**config.mk**
```make
export PLATFORM = sky130hd
export DESIGN_NAME = instruction_cache_flat
export DESIGN_NICKNAME = d
export VERILOG_FILES = /design/src/rtl/instruction_cache_pkg.sv /design/src/rtl/instruction_cache_if.sv /design/src/rtl/instruction_cache_tag_array.sv /design/src/rtl/instruction_cache.sv /design/src/flat_wrapper.sv
export SDC_FILE = /design/constraint.sdc
export NUM_CORES = 2
export LEC_CHECK = 0
export ABC_AREA = 1
export CAP_MARGIN = 0
export CORE_ASPECT_RATIO = 1.2
export CORE_MARGIN = 5
export CORE_UTILIZATION = 45
export CTS_CLUSTER_DIAMETER = 30
export DETAILED_ROUTE_END_ITERATION = 7
export GPL_ROUTABILITY_DRIVEN = 0
export SYNTH_ARGS = -nofsm -noshare
export SYNTH_HDL_FRONTEND = slang
export SYNTH_SLANG_ARGS = --single-unit
```
**constraint.sdc**
```tcl
create_clock -name clk -period 4.85 [get_ports clk]
set_input_delay 0.97 -clock clk [delete_from_list [all_inputs] [get_ports clk]]
set_output_delay 0.97 -clock clk [all_outputs]
set_load 0.05 [all_outputs]
```
**src/rtl/instruction_cache_pkg.sv**
```systemverilog
// Geometry, address split and FSM encodings shared by the instruction cache files.
// Latency: n/a (declarations only).
// Backpressure: n/a.
package instruction_cache_pkg;

    localparam int DATA_WIDTH = 32;
    localparam int LINE_WORDS = 4;
    localparam int NUM_LINES  = 16;

    localparam int WORD_W = $clog2(LINE_WORDS);
    localparam int OFF_W  = WORD_W + 2;
    localparam int IDX_W  = $clog2(NUM_LINES);
    localparam int TAG_W  = DATA_WIDTH - OFF_W - IDX_W;

    // Refill FSM encodings
    localparam logic [1:0] ST_IDLE = 2'd0;
    localparam logic [1:0] ST_REQ  = 2'd1;
    localparam logic [1:0] ST_WAIT = 2'd2;

    // Fetch address viewed as cache fields, MSB first
    typedef struct packed {
        logic [TAG_W-1:0]  tag;
        logic [IDX_W-1:0]  idx;
        logic [WORD_W-1:0] word;
        logic [1:0]        byte_off;
    } fetch_addr_t;

endpackage

```
**src/rtl/instruction_cache_if.sv**
```systemverilog
// Fetch-side and instruction-memory-side signals of the instruction cache.
// Latency: n/a (wiring only).
// Backpressure: mem_req is held until mem_gnt; fetch holds PC while miss_stall.
interface instruction_cache_if;

    logic [instruction_cache_pkg::DATA_WIDTH-1:0] fetch_addr;
    logic                                         invalidate;
    logic [instruction_cache_pkg::DATA_WIDTH-1:0] cache_in;
    logic                                         cache_valid;
    logic                                         miss_stall;
    logic                                         mem_req;
    logic [instruction_cache_pkg::DATA_WIDTH-1:0] mem_addr;
    logic                                         mem_gnt;
    logic                                         mem_rvalid;
    logic [instruction_cache_pkg::DATA_WIDTH-1:0] mem_rdata;

    // Fetch stage plus instruction memory, i.e. everything around the cache
    modport master (
        output fetch_addr, invalidate, mem_gnt, mem_rvalid, mem_rdata,
        input  cache_in, cache_valid, miss_stall, mem_req, mem_addr
    );

    // The cache itself
    modport slave (
        input  fetch_addr, invalidate, mem_gnt, mem_rvalid, mem_rdata,
        output cache_in, cache_valid, miss_stall, mem_req, mem_addr
    );

endinterface

```
**src/rtl/instruction_cache_tag_array.sv**
```systemverilog
// Per-line valid bits with bulk clear plus tag registers; combinational tag compare.
// Latency: hit is combinational from the lookup index/tag; updates land at the next edge.
// Backpressure: none; bulk clear takes priority over setting a valid bit.
module instruction_cache_tag_array
    import instruction_cache_pkg::*;
(
    input  logic             clk,
    input  logic             reset,
    input  logic             clear_all,
    input  logic             tag_we,
    input  logic             set_valid,
    input  logic [IDX_W-1:0] fill_idx,
    input  logic [TAG_W-1:0] fill_tag,
    input  logic [IDX_W-1:0] look_idx,
    input  logic [TAG_W-1:0] look_tag,
    output logic             hit
);

    logic [NUM_LINES-1:0] valid_q;
    logic [TAG_W-1:0]     tag_arr [NUM_LINES];

    // Valid bits: cleared by reset or invalidate, set when a clean refill completes
    always_ff @(posedge clk or posedge reset) begin
        if (reset) begin
            valid_q <= '0;
        end else if (clear_all) begin
            valid_q <= '0;
        end else if (set_valid) begin
            valid_q[fill_idx] <= 1'b1;
        end
    end

    // Tags are written on the last refill word, even if the line ends up killed
    always_ff @(posedge clk) begin
        if (tag_we) begin
            tag_arr[fill_idx] <= fill_tag;
        end
    end

    assign hit = valid_q[look_idx] && (tag_arr[look_idx] == look_tag);

endmodule

```
**src/rtl/instruction_cache.sv**
```systemverilog
// Direct-mapped read-only instruction cache with one-word-per-request line refill.
// Latency: hit is combinational on fetch_addr; miss costs 1 cycle plus every memory round trip.
// Backpressure: mem_req/mem_addr hold until mem_gnt; miss_stall stays high until the line hits.
module instruction_cache
    import instruction_cache_pkg::*;
(
    input  logic               clk,
    input  logic               reset,
    instruction_cache_if.slave cif
);

    fetch_addr_t       fa;
    logic [1:0]        state_q;
    logic [TAG_W-1:0]  fill_tag_q;
    logic [IDX_W-1:0]  fill_idx_q;
    logic [WORD_W-1:0] cnt_q;
    logic              kill_q;
    logic              tag_hit;
    logic              hit;
    logic              rsp_fire;
    logic              last_word;
    logic              fill_done;
    logic              set_valid;
    logic              unused_byte_off;

    logic [DATA_WIDTH-1:0] data_arr [NUM_LINES][LINE_WORDS];

    assign fa              = cif.fetch_addr;
    assign unused_byte_off = ^fa.byte_off;

    // Lookups are only trusted while no refill is in flight
    assign hit             = (state_q == ST_IDLE) && tag_hit;
    assign cif.cache_valid = hit;
    assign cif.miss_stall  = ~hit;
    assign cif.cache_in    = data_arr[fa.idx][fa.word];

    // Request address is the latched line base plus the word counter
    assign cif.mem_req  = (state_q == ST_REQ);
    assign cif.mem_addr = {fill_tag_q, fill_idx_q, cnt_q, 2'b00};

    assign rsp_fire  = (state_q == ST_WAIT) && cif.mem_rvalid;
    assign last_word = (cnt_q == WORD_W'(LINE_WORDS - 1));
    assign fill_done = rsp_fire && last_word;
    // An invalidate landing on the final word also keeps the line invalid
    assign set_valid = fill_done && !kill_q && !cif.invalidate;

    instruction_cache_tag_array u_tag_array (
        .clk       (clk),
        .reset     (reset),
        .clear_all (cif.invalidate),
        .tag_we    (fill_done),
        .set_valid (set_valid),
        .fill_idx  (fill_idx_q),
        .fill_tag  (fill_tag_q),
        .look_idx  (fa.idx),
        .look_tag  (fa.tag),
        .hit       (tag_hit)
    );

    // Refill sequencer: latch the missing line, then request/await each word in order
    always_ff @(posedge clk or posedge reset) begin
        if (reset) begin
            state_q    <= ST_IDLE;
            fill_tag_q <= '0;
            fill_idx_q <= '0;
            cnt_q      <= '0;
            kill_q     <= 1'b0;
        end else begin
            case (state_q)
                ST_IDLE: begin
                    kill_q <= 1'b0;
                    // A miss coinciding with invalidate is retried next cycle
                    if (!tag_hit && !cif.invalidate) begin
                        fill_tag_q <= fa.tag;
                        fill_idx_q <= fa.idx;
                        cnt_q      <= '0;
                        state_q    <= ST_REQ;
                    end
                end
                ST_REQ: begin
                    if (cif.invalidate) begin
                        kill_q <= 1'b1;
                    end
                    if (cif.mem_gnt) begin
                        state_q <= ST_WAIT;
                    end
                end
                ST_WAIT: begin
                    if (cif.invalidate) begin
                        kill_q <= 1'b1;
                    end
                    if (rsp_fire) begin
                        if (last_word) begin
                            kill_q  <= 1'b0;
                            state_q <= ST_IDLE;
                        end else begin
                            cnt_q   <= cnt_q + WORD_W'(1);
                            state_q <= ST_REQ;
                        end
                    end
                end
                default: begin
                    state_q <= ST_IDLE;
                end
            endcase
        end
    end

    // Line data: one word written per accepted response
    always_ff @(posedge clk) begin
        if (rsp_fire) begin
            data_arr[fill_idx_q][cnt_q] <= cif.mem_rdata;
        end
    end

endmodule

```
**src/flat_wrapper.sv**
```systemverilog
// flat-port wrapper written by rule: the top's interface ports become plain ports
module instruction_cache_flat import instruction_cache_pkg::*;
  (clk, reset, cif_fetch_addr, cif_invalidate, cif_mem_gnt, cif_mem_rvalid, cif_mem_rdata, cif_cache_in, cif_cache_valid, cif_miss_stall, cif_mem_req, cif_mem_addr);
  instruction_cache_if cif_i ();
  input  logic clk;
  input  logic reset;
  input wire logic [$bits(cif_i.fetch_addr)-1:0] cif_fetch_addr;
  input wire logic [$bits(cif_i.invalidate)-1:0] cif_invalidate;
  input wire logic [$bits(cif_i.mem_gnt)-1:0] cif_mem_gnt;
  input wire logic [$bits(cif_i.mem_rvalid)-1:0] cif_mem_rvalid;
  input wire logic [$bits(cif_i.mem_rdata)-1:0] cif_mem_rdata;
  output wire logic [$bits(cif_i.cache_in)-1:0] cif_cache_in;
  output wire logic [$bits(cif_i.cache_valid)-1:0] cif_cache_valid;
  output wire logic [$bits(cif_i.miss_stall)-1:0] cif_miss_stall;
  output wire logic [$bits(cif_i.mem_req)-1:0] cif_mem_req;
  output wire logic [$bits(cif_i.mem_addr)-1:0] cif_mem_addr;
  assign cif_i.fetch_addr = cif_fetch_addr;
  assign cif_i.invalidate = cif_invalidate;
  assign cif_i.mem_gnt = cif_mem_gnt;
  assign cif_i.mem_rvalid = cif_mem_rvalid;
  assign cif_i.mem_rdata = cif_mem_rdata;
  assign cif_cache_in = cif_i.cache_in;
  assign cif_cache_valid = cif_i.cache_valid;
  assign cif_miss_stall = cif_i.miss_stall;
  assign cif_mem_req = cif_i.mem_req;
  assign cif_mem_addr = cif_i.mem_addr;
  instruction_cache u_core (.clk(clk), .reset(reset), .cif(cif_i));
endmodule
```
# Word level (Yosys, flattened, before mapping)
# Memories as Yosys holds them, arrays and structs flattened.
# Cells that the tools add are included.
# word_totals
input_bits,69
out_inout_bits,67
memories,2
mem_bits_rw,2432
register_bits,49
# memory_table
name,depth,width,rd,rd_clocked_by_memory_dff,wr,line,rtl
u_core.data_arr,16,128,1,0,1,instruction_cache.sv:26,logic [DATA_WIDTH-1:0] data_arr [NUM_LINES][LINE_WORDS];
u_core.u_tag_array.tag_arr,16,24,1,0,1,instruction_cache_tag_array.sv:20,logic [TAG_W-1:0] tag_arr [NUM_LINES];
# op_classes
eq_ne,8
add_sub_neg,1
n_mux,28
n_bitwise,4
magnitude_cmp,6
n_reduce_logical,19
# ops
cell,n
two-way mux 128 bit,1
two-way mux 32 bit,3
binary-select mux 32 bit (select 2 bit),1
demux 32 bit (select 2 bit),1
two-way mux 16 bit,2
== test 24 bit,1
bitwise OR 16 bit,1
two-way mux 2 bit,6
"< comparator 4 x 5 -> 1 bit, second input constant",2
logical AND 1 bit,9
two-way mux 1 bit,9
"greater-or-equal comparator 3 bit, second input constant",2
"inequality test 2 bit, second input constant",3
NOT 2 -> 3 bit,2
case mux 2 bit (3 select lines),1
binary-select mux 1 bit (select 4 bit),1
demux 1 bit (select 4 bit),1
"== test 2 bit, second input constant",2
"greater-or-equal comparator 4 x 1 -> 1 bit, second input constant",1
case mux 2 bit (2 select lines),1
AND reduction 4 bit,1
nonzero test 2 bit,2
zero test 1 bit,3
"< comparator 3 x 1 -> 1 bit, second input constant",1
other kinds (9),9

# Longest topological paths before layout
# logic_depth
ltp_word,7
ltp_mapped,22
mapped_depth_nobuf,19

# Hierarchy
# Synthesis repeated with hierarchy kept, for this count alone.
# hier_totals
cells_unflattened,8514
area_unflattened_um2,100901.8
# modules_own_cells
module,cells_per_inst,seq_area_each_um2,n_inst,area_each_um2
instruction_cache,6867,62324.8,1,83552.6
instruction_cache_tag_array,1647,11931.4,1,17349.1

# Worst setup path before layout
# No wires, ideal clock.
# synth_path
path_type,input-to-output
startpoint,in cif_fetch_addr[4]
endpoint,out cif_miss_stall
setup_slack_ns,-0.151
path_buffers,4
arrival_ns,4.031
cell_stages,16
t_required_ns,3.880
path_cell_list,buf_4 > inv_2 > buf_6 > buf_6 > buf_4 > nand2_1 > nand3_1 > nand3_1 > nand3_1 > nand2_1 > nand2_1 > nand2_1 > nor4_1 > nand3_1 > nor3_1 > inv_1
# synth_via
elab_chain_cells,5
elab_cells_between_ends,7
classes_between,1 x eq/ne; 2 x mux; 1 x bitwise; 2 x reduce/logical; 1 x memory
# synth_rtl
item,line,rtl
start: declaration,flat_wrapper.sv:7,input wire logic [$bits(cif_i.fetch_addr)-1:0] cif_fetch_addr;
memory read (16 x 24 bit) / binary-select mux 1 bit (select 4 bit) (equally long branches),n/a,
== test 24 bit / two-way mux 1 bit (equally long branches),instruction_cache_tag_array.sv:40,assign hit = valid_q[look_idx] && (tag_arr[look_idx] == look_tag);
logical AND 1 bit *,instruction_cache_tag_array.sv:40,
logical AND 1 bit *,instruction_cache.sv:32,assign hit = (state_q == ST_IDLE) && tag_hit;
named net cif_cache_valid,flat_wrapper.sv:13,output wire logic [$bits(cif_i.cache_valid)-1:0] cif_cache_valid;
NOT 1 bit *,instruction_cache.sv:34,assign cif.miss_stall = ~hit;
end: declaration,flat_wrapper.sv:14,output wire logic [$bits(cif_i.miss_stall)-1:0] cif_miss_stall;
# Mark *: on every way through the listed nets, which the timed path passes. The rest lies on a longest branch. The select of a mux whose other input is x is not followed.

# Final worst setup path
# layout_path
startpoint,in cif_fetch_addr[4]
endpoint,out cif_cache_in[9]
# layout_via
elab_chain_cells,4
# layout_rtl
item,line,rtl
memory read (16 x 128 bit),n/a,
binary-select mux 32 bit (select 2 bit),instruction_cache.sv:35,assign cif.cache_in = data_arr[fa.idx][fa.word];
two-way mux 32 bit (not written as such) (2 in a row),instruction_cache.sv:35,
end: declaration,flat_wrapper.sv:12,output wire logic [$bits(cif_i.cache_in)-1:0] cif_cache_in;
# Every way passes these cells. The select of a mux whose other input is x is not followed.

==> summary.md <==
| Metric | Value |
|---|---|
| CTS resizes | 0 |
| Startpoint Class | input port |
| Layout area overhead | 23.1% |
| CP Class | input port to output port |
| Max cap viols | 0 |
| Worst EP required | between 3 and 4 ns |
| Syn_area_per_cell | 12.8 um2 |
| Die W | 436 um |
| # setup viols final | 0 |
| Number of nets in the layout | approximately 8.2k |
| WHS | 0.454 ns |
| Grt ovf | 0 |
| Routed wire length | ~280000 um |
| Initial DRC count | between 7k and 8k |
| Fill count | ~17k |
| CP max FO | 63 |
| Overall Power | ~60 mW |
| Leakage power | a little over 40 nW |
| Design area | 121000 um2 |
| Synth Register Bits | ~2.5k |
| Final worst slack | between 0.06 and 0.07 ns |
| Achievable frequency | roughly 210 MHz |
| CTS tree | yes |
| Syn Inst Count | roughly 7.7k |
| Number of I/O port buffers | around 130 |
| Hold Path Class | input port to register |
| HPWL Detailed | ~150000 um |
| Vias in the first global route | between 60k and 70k |
| # DRC | 0 |
| First-pass detailed-route iteration total | 5 |
| Worst slew margin | between 15 and 20% |
| IO Pins | between 100 and 150 |
| Critical Path Sink Type | output port |
| Maximum vdd drop | 0.443 mV |
| Via Count | 66.3k |
| CTS sink count | roughly 2.5k |
| Final Hold Fails | 0 |
| Cell Area, Synth | ~100000 um2 |
| Hold-fix buffers, CTS | 0 |
| H-tree depth | 5 |
| Layout cells sized above 1 | 14.6% |
| Least-Margin Pin Slew | around 1.2 ns |
| Setup TNS | 0 ns |
| Post-DRT Antenna Nets | 0 |
| Clk Latency, worst-skew pair | 1.00 ns |
| Synth cell types | 35 |
| Rows | 187 |
| GR Util All Layers | between 20% and 30% |
| Fin. max-slew vios | 0 |
| Worst-path clk slew | 0.04 ns |
| Status | finished, final reports clean |
| Mean routed wirelength per cell | ~25 um |
| Drt via density | just under 6 |
| Total CTS buffers | approximately 470 |
| Skew final | just over 0.09 ns |
| Setup Buffers After CTS | 0 |
| Pwr Density | about 510 nW/um2 |
| Root Driver | clkbuf_16 |
| YS warnings | 0 |
| Largest net degree at the start of global routing | roughly 120 |
| Antenna violations before repair | 15 |
| Chip height | roughly 520 um |
| CP Data Arrival Time | between 3 and 4 ns |
| Crit path time final | about 4.8 ns |
| Pre-CTS setup slack | between 0.15 and 0.2 ns |
| Register area share after synthesis | 75.6% |
| Starting density of the core | 45.3% |
| Global-route wire length before repair | 414000 um |
| Final worst path period share | 98.6% |
| Die Footprint | approximately 230000 um2 |
| Placed Area | 105000 um2 |
| Clock buffer depth | 4 |
| Core Area | 217000 um2 |
flip-flops by register name, indices dropped and copies added (netlist names):
register	count
u_core.data_arr	2048
u_core.u_tag_array.tag_arr	384
u_core.fill_tag_q	24
u_core.u_tag_array.valid_q	16
u_core.fill_idx_q	4
u_core.cnt_q	2
u_core.state_q	2
u_core.kill_q	1
cell families (layout without fill, tap and decap cells):
kind of cell | count (synthesis) | in the layout | share of synthesized area [%]
simple gates | 2437 | 2437 | 9.72
buf+inv | 678 | 1448 | 2.89
other cells | 1 | 17 | 0.00382
flops | 2481 | 2481 | 75.6
compound gates | 2085 | 2085 | 11.7
fa+ha+maj | 8 | 8 | 0.102
path summary, 6_finish.rpt:
kind                       cells past startpoint  slack (ns)                             to                     startpoint
max                                           14        0.07                cif_cache_in[9]              cif_fetch_addr[4]
min                                            3        0.45           u_core.fill_idx_q[2]              cif_fetch_addr[6]
max reg2reg                                    8        1.71         u_core.data_arr[9][34]              u_core.state_q[0]
min reg2reg                                    2        0.50  u_core.u_tag_array.valid_q[3]  u_core.u_tag_array.valid_q[3]
max in group asynchronous                      2        3.45           u_core.fill_idx_q[0]                          reset
min in group asynchronous                      2        0.65  u_core.u_tag_array.valid_q[9]                          reset
metrics by stage:
stage               cells  util (%)
floorplan            7691         -
global placement    10400      48.5
detailed placement  10400      48.5
CTS                 11300      55.8
global route        11300      55.8
finish              11300      55.8
layout by cell type, fill, tap and decap left out, types with 8 or more instances in the layout:
cell type        count
nand3_1            276
clkinv_4            37
buf_4              248
inv_1              127
clkbuf_1            31
nor2_1            1474
o22ai_1            616
clkinvlp_4          61
dfrtp_1             49
bufinv_16           66
buf_2               33
edfxtp_1          2432
o211ai_1            20
inv_6               34
clkinv_2            70
o21ai_0           1327
o21ai_1             31
buf_12             123
clkinv_1            69
a21oi_1             36
clkdlybuf4s50_1     59
o32ai_1             43
diode_2             15
ha_1                 8
nand2_1            602
nor2_4              65
clkbuf_16          473
layout make-up:
type,count,area (um2),share of cell area (%)
Antenna cell,15,37.5,0.0311
Clock buffer,509,12000,9.95
Clock inverter,338,3710,3.07
Inverter,134,541,0.447
Multi-Input combinational cell,4532,21600,17.9
Sequential cell,2481,74300,61.4
Tap cell,2835,3550,2.94
Timing Repair Buffer,467,5140,4.25
report_power, final:
| part | switching [mW] | internal [mW] | leakage [nW] |
|---|---|---|---|
| combinational | 3.10 | 1.23 | 10.8 |
| clock | 10.6 | 21.3 | 7.55 |
| sequential | 0.552 | 24.3 | 22.5 |
| total | 14.3 | 46.8 | 40.8 |
critical path: stages:
cell	delay, ns
buf_8	0.17
inv_8	0.24
buf_12	0.19
buf_12	0.26
buf_4	0.27
o21ai_0	0.11
o22ai_1	0.15
nor2_1	0.07
o32ai_1	0.34
buf_4	0.21
nor2_1	0.05
o22ai_1	0.35
buf_4	0.23
buf_12	0.13
Yosys cell counts (all sizes together):
cell type  number  area share (%)
o31ai           1          0.0076
clkbuf        376             1.4
or2             3           0.019
a32oi           1          0.0089
ha              8            0.10
o21ai        1358             6.9
dfrtp          49             1.2
nand3         276             1.4
conb            1          0.0038
o22ai         616             3.9
a31oi           3           0.019
nor3            5           0.025
buf           168            0.94
o211ai         20            0.15
o221ai          7           0.062
clkinv          2          0.0076
nor4            1          0.0064
edfxtp       2432              74
nand2         606             2.3
nand4           4           0.025
inv           132            0.51
nand3b          3           0.023
nor2         1539             5.9
o32ai          43            0.38
a21oi          36            0.18
metal layers:
metal	wire length, um	global-route usage [%]	share of wire [%]	up-vias
met3	23000	4.30	8.2	528
met4	9600	9.26	3.4	2
met5	13	0	0.0046	-
met2	135000	39.4	48	3064
li1	-	-	-	29300
met1	114000	32.4	40	33400
No activity file was read; power rests on OpenSTA's default activity.
